$ cat src/rtl/ppu_mem_arbiter.sv
// PPU/CPU/OAM-DMA arbiter for the shared video memory bus.
// Define ARB_CPU_MODE_LOCKOUT_EN to lock the CPU out of OAM/VRAM by PPU mode.
module ppu_mem_arbiter #(
    parameter int          DMA_LEN      = 160,
    parameter logic [15:0] DMA_REG_ADDR = 16'hFF46
) (
    input  logic        clk,
    input  logic        rst_n,
    input  logic [15:0] cpu_addr,
    input  logic        cpu_rd,
    input  logic        cpu_wr,
    input  logic [7:0]  cpu_wdata,
    output logic [7:0]  cpu_rdata,
    input  logic        ppu_rd,
    input  logic [15:0] ppu_addr,
    output logic [7:0]  ppu_rdata,
    input  logic [1:0]  ppu_mode,
    output logic [15:0] mem_addr,
    output logic        mem_rd,
    output logic        mem_wr,
    output logic [7:0]  mem_wdata,
    input  logic [7:0]  mem_rdata,
    output logic        dma_active
);

    typedef enum logic [1:0] {
        S_IDLE,
        S_START,
        S_READ,
        S_WRITE
    } state_t;

    localparam logic [7:0] LAST_IDX = 8'(DMA_LEN - 1);

    state_t     state_q, state_d;
    logic [7:0] idx_q, idx_d;
    logic [7:0] src_q, src_d;
    logic       cpu_pend_q;
    logic       ppu_pend_q;
    logic [7:0] ppu_hold_q;

    logic cpu_vram, cpu_oam, trig;
    logic dma_own, locked, cpu_gnt, ppu_gnt;

    assign cpu_vram   = (cpu_addr[15:13] == 3'b100);
    assign cpu_oam    = (cpu_addr >= 16'hFE00) && (cpu_addr <= 16'hFE9F);
    assign trig       = cpu_wr && (cpu_addr == DMA_REG_ADDR);
    assign dma_own    = (state_q == S_READ) || (state_q == S_WRITE);
    assign dma_active = (state_q != S_IDLE);

`ifdef ARB_CPU_MODE_LOCKOUT_EN
    assign locked = (dma_active && (cpu_vram || cpu_oam))
                  || (cpu_oam && ppu_mode[1])
                  || (cpu_vram && (ppu_mode == 2'd3));
`else
    logic unused_mode;
    assign unused_mode = ^ppu_mode;
    assign locked      = dma_active && (cpu_vram || cpu_oam);
`endif

    assign ppu_gnt = ppu_rd && !dma_own;
    assign cpu_gnt = (cpu_rd || cpu_wr) && !dma_own && !ppu_rd
                   && !locked && !trig;

    // Read data is valid only the cycle after a grant; otherwise idle values.
    assign cpu_rdata = cpu_pend_q ? mem_rdata : 8'hFF;
    assign ppu_rdata = ppu_pend_q ? mem_rdata : ppu_hold_q;

    // DMA sequencing; a trigger write always restarts the transfer.
    always_comb begin
        state_d = state_q;
        idx_d   = idx_q;
        src_d   = src_q;
        case (state_q)
            S_START: begin
                state_d = S_READ;
                idx_d   = 8'h00;
            end
            S_READ:  state_d = S_WRITE;
            S_WRITE: begin
                if (idx_q < LAST_IDX) begin
                    state_d = S_READ;
                    idx_d   = idx_q + 8'h01;
                end else begin
                    state_d = S_IDLE;
                end
            end
            default: state_d = state_q;
        endcase
        if (trig) begin
            state_d = S_START;
            src_d   = cpu_wdata;
        end
    end

    // Bus owner mux: DMA, then PPU, then CPU; forced quiet in reset.
    always_comb begin
        mem_addr  = 16'h0000;
        mem_rd    = 1'b0;
        mem_wr    = 1'b0;
        mem_wdata = 8'h00;
        if (!rst_n) begin
            mem_rd = 1'b0;
        end else if (state_q == S_READ) begin
            mem_rd   = 1'b1;
            mem_addr = {src_q, 8'h00} + {8'h00, idx_q};
        end else if (state_q == S_WRITE) begin
            mem_wr    = 1'b1;
            mem_addr  = 16'hFE00 + {8'h00, idx_q};
            mem_wdata = mem_rdata;
        end else if (ppu_rd) begin
            mem_rd   = 1'b1;
            mem_addr = ppu_addr;
        end else if (cpu_gnt) begin
            mem_addr = cpu_addr;
            if (cpu_wr) begin
                mem_wr    = 1'b1;
                mem_wdata = cpu_wdata;
            end else begin
                mem_rd = 1'b1;
            end
        end
    end

    // State, DMA pointers and read-return tracking.
    always_ff @(posedge clk or negedge rst_n) begin
        if (!rst_n) begin
            state_q    <= S_IDLE;
            idx_q      <= 8'h00;
            src_q      <= 8'h00;
            cpu_pend_q <= 1'b0;
            ppu_pend_q <= 1'b0;
            ppu_hold_q <= 8'h00;
        end else begin
            state_q    <= state_d;
            idx_q      <= idx_d;
            src_q      <= src_d;
            cpu_pend_q <= cpu_gnt && !cpu_wr;
            ppu_pend_q <= ppu_gnt;
            if (ppu_pend_q) begin
                ppu_hold_q <= mem_rdata;
            end
        end
    end

endmodule
$ cat config.mk
export PLATFORM = sky130hd
export DESIGN_NAME = ppu_mem_arbiter
export DESIGN_NICKNAME = d
export VERILOG_FILES = /design/src/rtl/ppu_mem_arbiter.sv
export SDC_FILE = /design/constraint.sdc
export NUM_CORES = 1
export LEC_CHECK = 0
export ABC_AREA = 1
export BUFFER_PORTS_ARGS = -buffer_cell sky130_fd_sc_hd__buf_4
export CORE_UTILIZATION = 50
export DETAILED_ROUTE_END_ITERATION = 7
export GPL_ROUTABILITY_DRIVEN = 0
export PLACE_DENSITY = 0.83
export SYNTH_ARGS = -nofsm -noshare
export SYNTH_HDL_FRONTEND = slang
export SYNTH_SLANG_ARGS = --single-unit
$ cat constraint.sdc
create_clock -name clk -period 4 [get_ports clk]
set_input_delay 0 -clock clk [delete_from_list [all_inputs] [get_ports clk]]
set_output_delay 0 -clock clk [all_outputs]
set_load 0.05 [all_outputs]
# Word level (Yosys, flattened, before mapping)
# Cells that the tools add are included.
op_classes:
  n_eq_ne: 6
  order_cmp: 3
  add_sub_neg: 3
  n_reduce_logical: 21
  n_mux: 30
ops:
  columns: ["op", "count"]
  rows:
  - ["two-way mux 16 bit", 5]
  - ["two-way mux 8 bit", 9]
  - ["adder 16 x 8 -> 16 bit", 1]
  - ["== test 16 bit, second input constant", 1]
  - ["greater-or-equal comparator 16 bit, second input constant", 1]
  - ["less-or-equal comparator 16 bit, second input constant", 1]
  - ["one-hot mux 8 bit (2 select lines)", 1]
  - ["two-way mux 1 bit", 12]
  - ["adder 10 x 9 -> 11 bit, first input constant", 1]
  - ["logical AND 1 bit", 9]
  - ["adder 8 x 1 -> 8 bit, second input constant", 1]
  - ["less-than comparator 8 bit, second input constant", 1]
  - ["one-hot mux 2 bit (3 select lines)", 1]
  - ["logical NOT 1 bit", 5]
  - ["== test 2 bit, second input constant", 2]
  - ["two-way mux 2 bit", 2]
  - ["nonzero test 2 bit", 2]
  - ["nonzero test 4 bit", 1]
  - ["== test 3 bit, second input constant", 1]
  - ["logical OR 1 bit", 3]
  - ["== test 2 x 1 -> 1 bit, second input constant", 1]
  - ["!= test 2 bit, second input constant", 1]
  - ["AND reduction 2 bit", 1]
word_totals:
  out_inout_bits: 43
  register_bits: 28

# Depth between registers and ports, before layout
depth:
  depth_word: 12
  depth_mapped: 10

# Least setup slack after synthesis
# Ideal clock, no wire load.
synth_timing:
  kind: "reg-to-output"
  startpoint: "register state_q[1]"
  endpoint: "output port mem_addr[10]"
  path_buffers: 1
  arrival_time_ns: 2.197
  stages_incl_launch_ff: 7
  setup_slack_ns: 1.803
  path_cell_list: "dfrtp_1 inv_2 nand2_1 nand2_2 buf_6 nand3_2 a21oi_1"
synth_rtl:
  columns: ["item", "line_no", "rtl"]
  rows:
  - ["start, declared", "35", "state_t state_q, state_d;"]
  - ["start signal, assigned", "135", "state_q <= state_d;"]
  - ["nonzero test 2 bit", "49", "assign dma_active = (state_q != S_IDLE);"]
  - ["named net dma_active", "23", "output logic dma_active"]
  - ["logical AND 1 bit", "58", "assign locked = dma_active && (cpu_vram || cpu_oam);"]
  - ["logical NOT 1 bit", "63", "&& !locked && !trig;"]
  - ["logical AND 1 bit (2 in a row)", "63", null]
  - ["two-way mux 16 bit", "114", "end else if (cpu_gnt) begin"]
  - ["two-way mux 16 bit", "111", "end else if (ppu_rd) begin"]
  - ["two-way mux 16 bit", "107", "end else if (state_q == S_WRITE) begin"]
  - ["two-way mux 16 bit", "104", "end else if (state_q == S_READ) begin"]
  - ["two-way mux 16 bit", "102", "if (!rst_n) begin"]
  - ["end, declared", "18", "output logic [15:0] mem_addr,"]
# The timed path passes the listed nets, and every way through them passes these cells.

# Worst setup path in the final report
layout_timing:
  startpoint: "register state_q[1]"
  endpoint: "output port mem_rd"
layout_between:
  elab_chain_len: 12
layout_lines:
  columns: ["item", "line_no", "rtl"]
  rows:
  - ["== test 2 bit, on equally long branches", "48, 104, 107", null]
  - ["logical OR 1 bit", "48", "assign dma_own = (state_q == S_READ) || (state_q == S_WRITE);"]
  - ["logical NOT 1 bit", "62", "assign cpu_gnt = (cpu_rd || cpu_wr) && !dma_own && !ppu_rd"]
  - ["logical AND 1 bit (2 in a row)", "62", null]
  - ["logical AND 1 bit (2 in a row)", "63", null]
  - ["two-way mux 1 bit", "114", null]
  - ["two-way mux 1 bit", "111", null]
  - ["two-way mux 1 bit", "107", null]
  - ["two-way mux 1 bit (*)", "104", null]
  - ["two-way mux 1 bit (*)", "102", null]
  - ["end, declared", "19", "output logic mem_rd,"]
# Every way passes the cells marked *; elsewhere a longest branch is shown, timed or not.

==> impl_results.html <==
<table>
<tr><th>Metric</th><th>Value</th></tr>
<tr><th colspan="2">Global route</th></tr>
<tr><td>Overflow left after global routing</td><td>0</td></tr>
<tr><td>Antenna violations before repair</td><td>0</td></tr>
<tr><td>Via count of the first global-routing pass</td><td>2174</td></tr>
<tr><td>Tot GR Track Use</td><td>approximately 28%</td></tr>
<tr><td>Pin count of the biggest net entering global routing</td><td>44</td></tr>
<tr><td>Global-route wire length before repair</td><td>9.52 mm</td></tr>
<tr><th colspan="2">STA</th></tr>
<tr><td>Clock skew after layout</td><td>between 0.01 and 0.015 ns</td></tr>
<tr><td>Setup TNS</td><td>0 ns</td></tr>
<tr><td>Final worst slack</td><td>1.71 ns</td></tr>
<tr><td>Number of hold violations in the final report</td><td>0</td></tr>
<tr><td>Final-report max-slew violation count</td><td>0</td></tr>
<tr><td>Slew HR</td><td>about three fifths</td></tr>
<tr><td>Actual slew at the worst max-slew pin</td><td>approximately 0.63 ns</td></tr>
<tr><td>Minimum clock period after layout</td><td>~2.3 ns</td></tr>
<tr><td>RSZ-0062 raised after global routing</td><td>no</td></tr>
<tr><td>Top achievable clock speed</td><td>~440 MHz</td></tr>
<tr><td>Final cycle utilization of the critical path</td><td>57.2%</td></tr>
<tr><td>Final setup violation count</td><td>0</td></tr>
<tr><th colspan="2">Placed design</th></tr>
<tr><td>Detailed-placement wirelength estimate</td><td>between 4 and 5 mm</td></tr>
<tr><td>Cell count after placement</td><td>419</td></tr>
<tr><td>Total cell area at the placement stage</td><td>0.00275 mm^2</td></tr>
<tr><td>Quantity of I/O buffers inserted on ports</td><td>95</td></tr>
<tr><td>Dpl ws</td><td>roughly 2.1 ns</td></tr>
<tr><th colspan="2">Setup path</th></tr>
<tr><td>Worst Path Class, Setup</td><td>flip-flop to output port</td></tr>
<tr><td>Crit end category</td><td>output port</td></tr>
<tr><td>Cell family with the largest share of critical-path delay</td><td>simple AND/OR/NAND/NOR gates</td></tr>
<tr><td>Worst path cell trace</td><td>inv_2, nand2_1, nand2_2, nand3_1, a21oi_1, buf_4</td></tr>
<tr><td>Start of the worst register-to-register path</td><td>state_q[1]</td></tr>
<tr><td>Critical Path AT</td><td>2.29 ns</td></tr>
<tr><td>Library cell contributing the largest single delay on the critical path</td><td>sky130_fd_sc_hd__dfrtp_1</td></tr>
<tr><td>Critical Path Source</td><td>state_q[1]</td></tr>
<tr><td>Bufs and invs on worst path</td><td>2</td></tr>
<tr><td>Maximum net fanout on the critical path</td><td>26</td></tr>
<tr><td>Startpoint Class</td><td>flip-flop</td></tr>
<tr><td>Longest individual stage delay on the worst path</td><td>approximately 0.6 ns</td></tr>
<tr><td>Required arrival time at the worst endpoint</td><td>~4.0 ns</td></tr>
<tr><th colspan="2">Die</th></tr>
<tr><td>Die Span X</td><td>~66 um</td></tr>
<tr><td>Die height</td><td>about 66 um</td></tr>
<tr><td>Area of the core</td><td>between 0.004 and 0.005 mm^2</td></tr>
<tr><td>Full die area</td><td>between 0.004 and 0.005 mm^2</td></tr>
<tr><td>Row count</td><td>23</td></tr>
<tr><td>IO Count</td><td>approximately 100</td></tr>
<tr><td>Initial Util</td><td>about half</td></tr>
<tr><th colspan="2">Min path</th></tr>
<tr><td>Hold Crit Class</td><td>input pin to flip-flop</td></tr>
<tr><td>Origin of the worst min-delay path</td><td>mem_rdata[7]</td></tr>
<tr><th colspan="2">Clock network</th></tr>
<tr><td>Count of clock tree sinks</td><td>28</td></tr>
<tr><td>Count of buffers added by post-CTS timing repair for setup</td><td>0</td></tr>
<tr><td>H-tree lvl count</td><td>1</td></tr>
<tr><td>Clock transition at the register clock pins on the worst setup and hold paths after CTS</td><td>approximately 0.10 ns</td></tr>
<tr><td>Maximum buffer depth of the clock tree</td><td>2</td></tr>
<tr><td>TritonCTS clock tree</td><td>yes</td></tr>
<tr><td>Buffer cell driving the clock tree root</td><td>sky130_fd_sc_hd__clkbuf_8</td></tr>
<tr><td>Total clock buffers created by CTS</td><td>3</td></tr>
<tr><td>Post-CTS resize count</td><td>0</td></tr>
<tr><td>Latest clock arrival within the worst-skew pair</td><td>approximately 0.28 ns</td></tr>
<tr><th colspan="2">Finish</th></tr>
<tr><td>Post-layout instance area</td><td>roughly 0.0029 mm^2</td></tr>
<tr><td>Post-layout nets</td><td>~440</td></tr>
<tr><td>Ant. Diodes</td><td>0</td></tr>
<tr><td>Share of layout cells above drive strength 1</td><td>34.3%</td></tr>
<tr><td>Area Overhead vs Synth</td><td>40.4%</td></tr>
<tr><td>Leading cell type in the layout, fill and taps excluded</td><td>sky130_fd_sc_hd__buf_4</td></tr>
<tr><td>Leading cell types in the layout, fill and taps excluded</td><td>95 x sky130_fd_sc_hd__buf_4, 75 x sky130_fd_sc_hd__nand2_1, 35 x sky130_fd_sc_hd__inv_1, 35 x sky130_fd_sc_hd__a21oi_1, 28 x sky130_fd_sc_hd__dfrtp_1</td></tr>
<tr><td>Count of non-filler cells in the finished layout</td><td>roughly 440</td></tr>
<tr><th colspan="2">Run</th></tr>
<tr><td>Max-capacitance violation count</td><td>0</td></tr>
<tr><th colspan="2">Synth</th></tr>
<tr><td>Net count after synthesis</td><td>roughly 340</td></tr>
<tr><td>Flop and latch count out of synthesis</td><td>28</td></tr>
<tr><td>Share of the synthesized area in the top cell type</td><td>between 30% and 40%</td></tr>
<tr><td>Sequential share of the synthesized area</td><td>approximately 34%</td></tr>
<tr><td>Main area contributors after synthesis</td><td>sky130_fd_sc_hd__dfrtp_1 34%, sky130_fd_sc_hd__nand2_1 14%, sky130_fd_sc_hd__a21oi_1 8.4%</td></tr>
<tr><td>Leading area contributor after synthesis</td><td>sky130_fd_sc_hd__dfrtp_1</td></tr>
<tr><td>Netlist cell types</td><td>27</td></tr>
<tr><td>Ys flop type</td><td>sky130_fd_sc_hd__dfrtp_1</td></tr>
<tr><td>Share of flip-flops with an asynchronous set or reset after synthesis</td><td>between 90% and 100%</td></tr>
<tr><td>Count of mapped cells out of synthesis</td><td>287</td></tr>
<tr><td>Number of flops mapped to enable cells by yosys</td><td>0</td></tr>
<tr><td>Mean cell area of the mapped netlist</td><td>7.25 um^2</td></tr>
<tr><td>Post-synthesis cell area</td><td>0.00208 mm^2</td></tr>
<tr><td>Synth warnings</td><td>0</td></tr>
<tr><th colspan="2">Drt</th></tr>
<tr><td>Post-detailed-route count of antenna-violating nets</td><td>0</td></tr>
<tr><td>DR pass1 iterations</td><td>4</td></tr>
<tr><td>Number of vias after detailed routing</td><td>approximately 2300</td></tr>
<tr><td>Detailed-route DRC error count</td><td>0</td></tr>
<tr><td>Average vias per placed instance</td><td>~5.3</td></tr>
<tr><td>Average routed wire per standard cell</td><td>14.1 um</td></tr>
<tr><td>Violation count after the first detailed-routing iteration</td><td>140</td></tr>
<tr><td>Routed wire length</td><td>about 6 mm</td></tr>
<tr><th colspan="2">Pwr</th></tr>
<tr><td>Leak pwr</td><td>approximately 1.5 nW</td></tr>
<tr><td>Power density normalized to cell area</td><td>around 580 mW/mm^2</td></tr>
<tr><td>Maximum vdd drop</td><td>0.509 mV</td></tr>
<tr><td>Overall power consumption</td><td>about 1.7 mW</td></tr>
<tr><th colspan="2">Status</th></tr>
<tr><td>Result of the run</td><td>finished, final reports clean</td></tr>
</table>
final timing paths:
check | endpoint | slack [ns] | cells after the start
max reg2reg | cpu_pend_q | 2.16 | 5
max | mem_rd | 1.71 | 6
max in group asynchronous | idx_q[5] | 3.45 | 2
min | ppu_hold_q[7] | 0.007 | 3
min reg2reg | src_q[6] | 0.49 | 2
min in group asynchronous | ppu_hold_q[7] | 0.20 | 2
timing repair:
item / CTS / global route
endpoints found under the setup margin: 0 / 0
hold buffers: 12 / 0
endpoints found under the hold margin: 39 / 0
cells in the mapped netlist, types with 2 or more instances:
cell	count
sky130_fd_sc_hd__nor2_8	2
sky130_fd_sc_hd__nand2_2	4
sky130_fd_sc_hd__nand2_1	75
sky130_fd_sc_hd__inv_1	35
sky130_fd_sc_hd__inv_2	3
sky130_fd_sc_hd__buf_6	4
sky130_fd_sc_hd__a21oi_2	7
sky130_fd_sc_hd__o21ai_2	3
sky130_fd_sc_hd__nand3_1	18
sky130_fd_sc_hd__xor2_1	3
sky130_fd_sc_hd__xnor2_1	2
sky130_fd_sc_hd__clkbuf_1	6
sky130_fd_sc_hd__a21oi_1	35
sky130_fd_sc_hd__nand3_2	13
sky130_fd_sc_hd__o21ai_0	14
sky130_fd_sc_hd__nor2_1	19
sky130_fd_sc_hd__dfrtp_1	28
sky130_fd_sc_hd__o221ai_1	7
layer usage:
| metal | share of wire (%) | vias to the layer above | routed length (um) | track usage, % |
|---|---|---|---|---|
| met4 | 2.0 | 0 | 121 | 11.4 |
| met5 | 0 | - | 0 | 0 |
| met1 | 43 | 1070 | 2640 | 38.2 |
| li1 | - | 1125 | - | - |
| met2 | 50 | 79 | 3080 | 46.4 |
| met3 | 4.4 | 14 | 272 | 2.23 |
final cells by class:
class	count	area, um^2
Multi-Input combinational cell	208	1130
Fill cell	314	1080
Timing Repair Buffer	107	833
Sequential cell	28	701
Inverter	38	143
Tap cell	50	62.6
Clock buffer	4	55.1
through the flow:
stage,hold slack (ns),utilization (%)
4_1_cts,0.00145,73.0
3_3_place_gp,-0.0232,68.6
6_report,0.00730,73.0
3_5_place_dp,-0.0183,68.6
5_1_grt,0.0210,73.0
2_1_floorplan,-0.296,-
tightest hold or removal path, delay by kind of cell:
kind            cells  cell delay, ns
buf+inv             2            0.18
compound gates      1            0.08
kinds of logic after synthesis:
| family | Yosys count | synth area share, % |
|---|---|---|
| xor gates and xnor gates | 5 | 2.11 |
| DFF | 28 | 33.7 |
| AOI/OAI and AO/OA | 68 | 19.7 |
| and+or+nand+nor | 134 | 31.8 |
| buffers and inverters | 51 | 12.2 |
| adders and majority gates | 1 | 0.602 |
registers in the layout, summed over array words and instances (netlist names):
name	flops
idx_q	8
ppu_pend_q	1
cpu_pend_q	1
src_q	8
ppu_hold_q	8
state_q	2
power by group:
group	internal (mW)	switching, mW
sequential	0.349	0.0777
clock	0.0882	0.0896
combinational	0.315	0.761
Power figures use the tool's default switching activity.
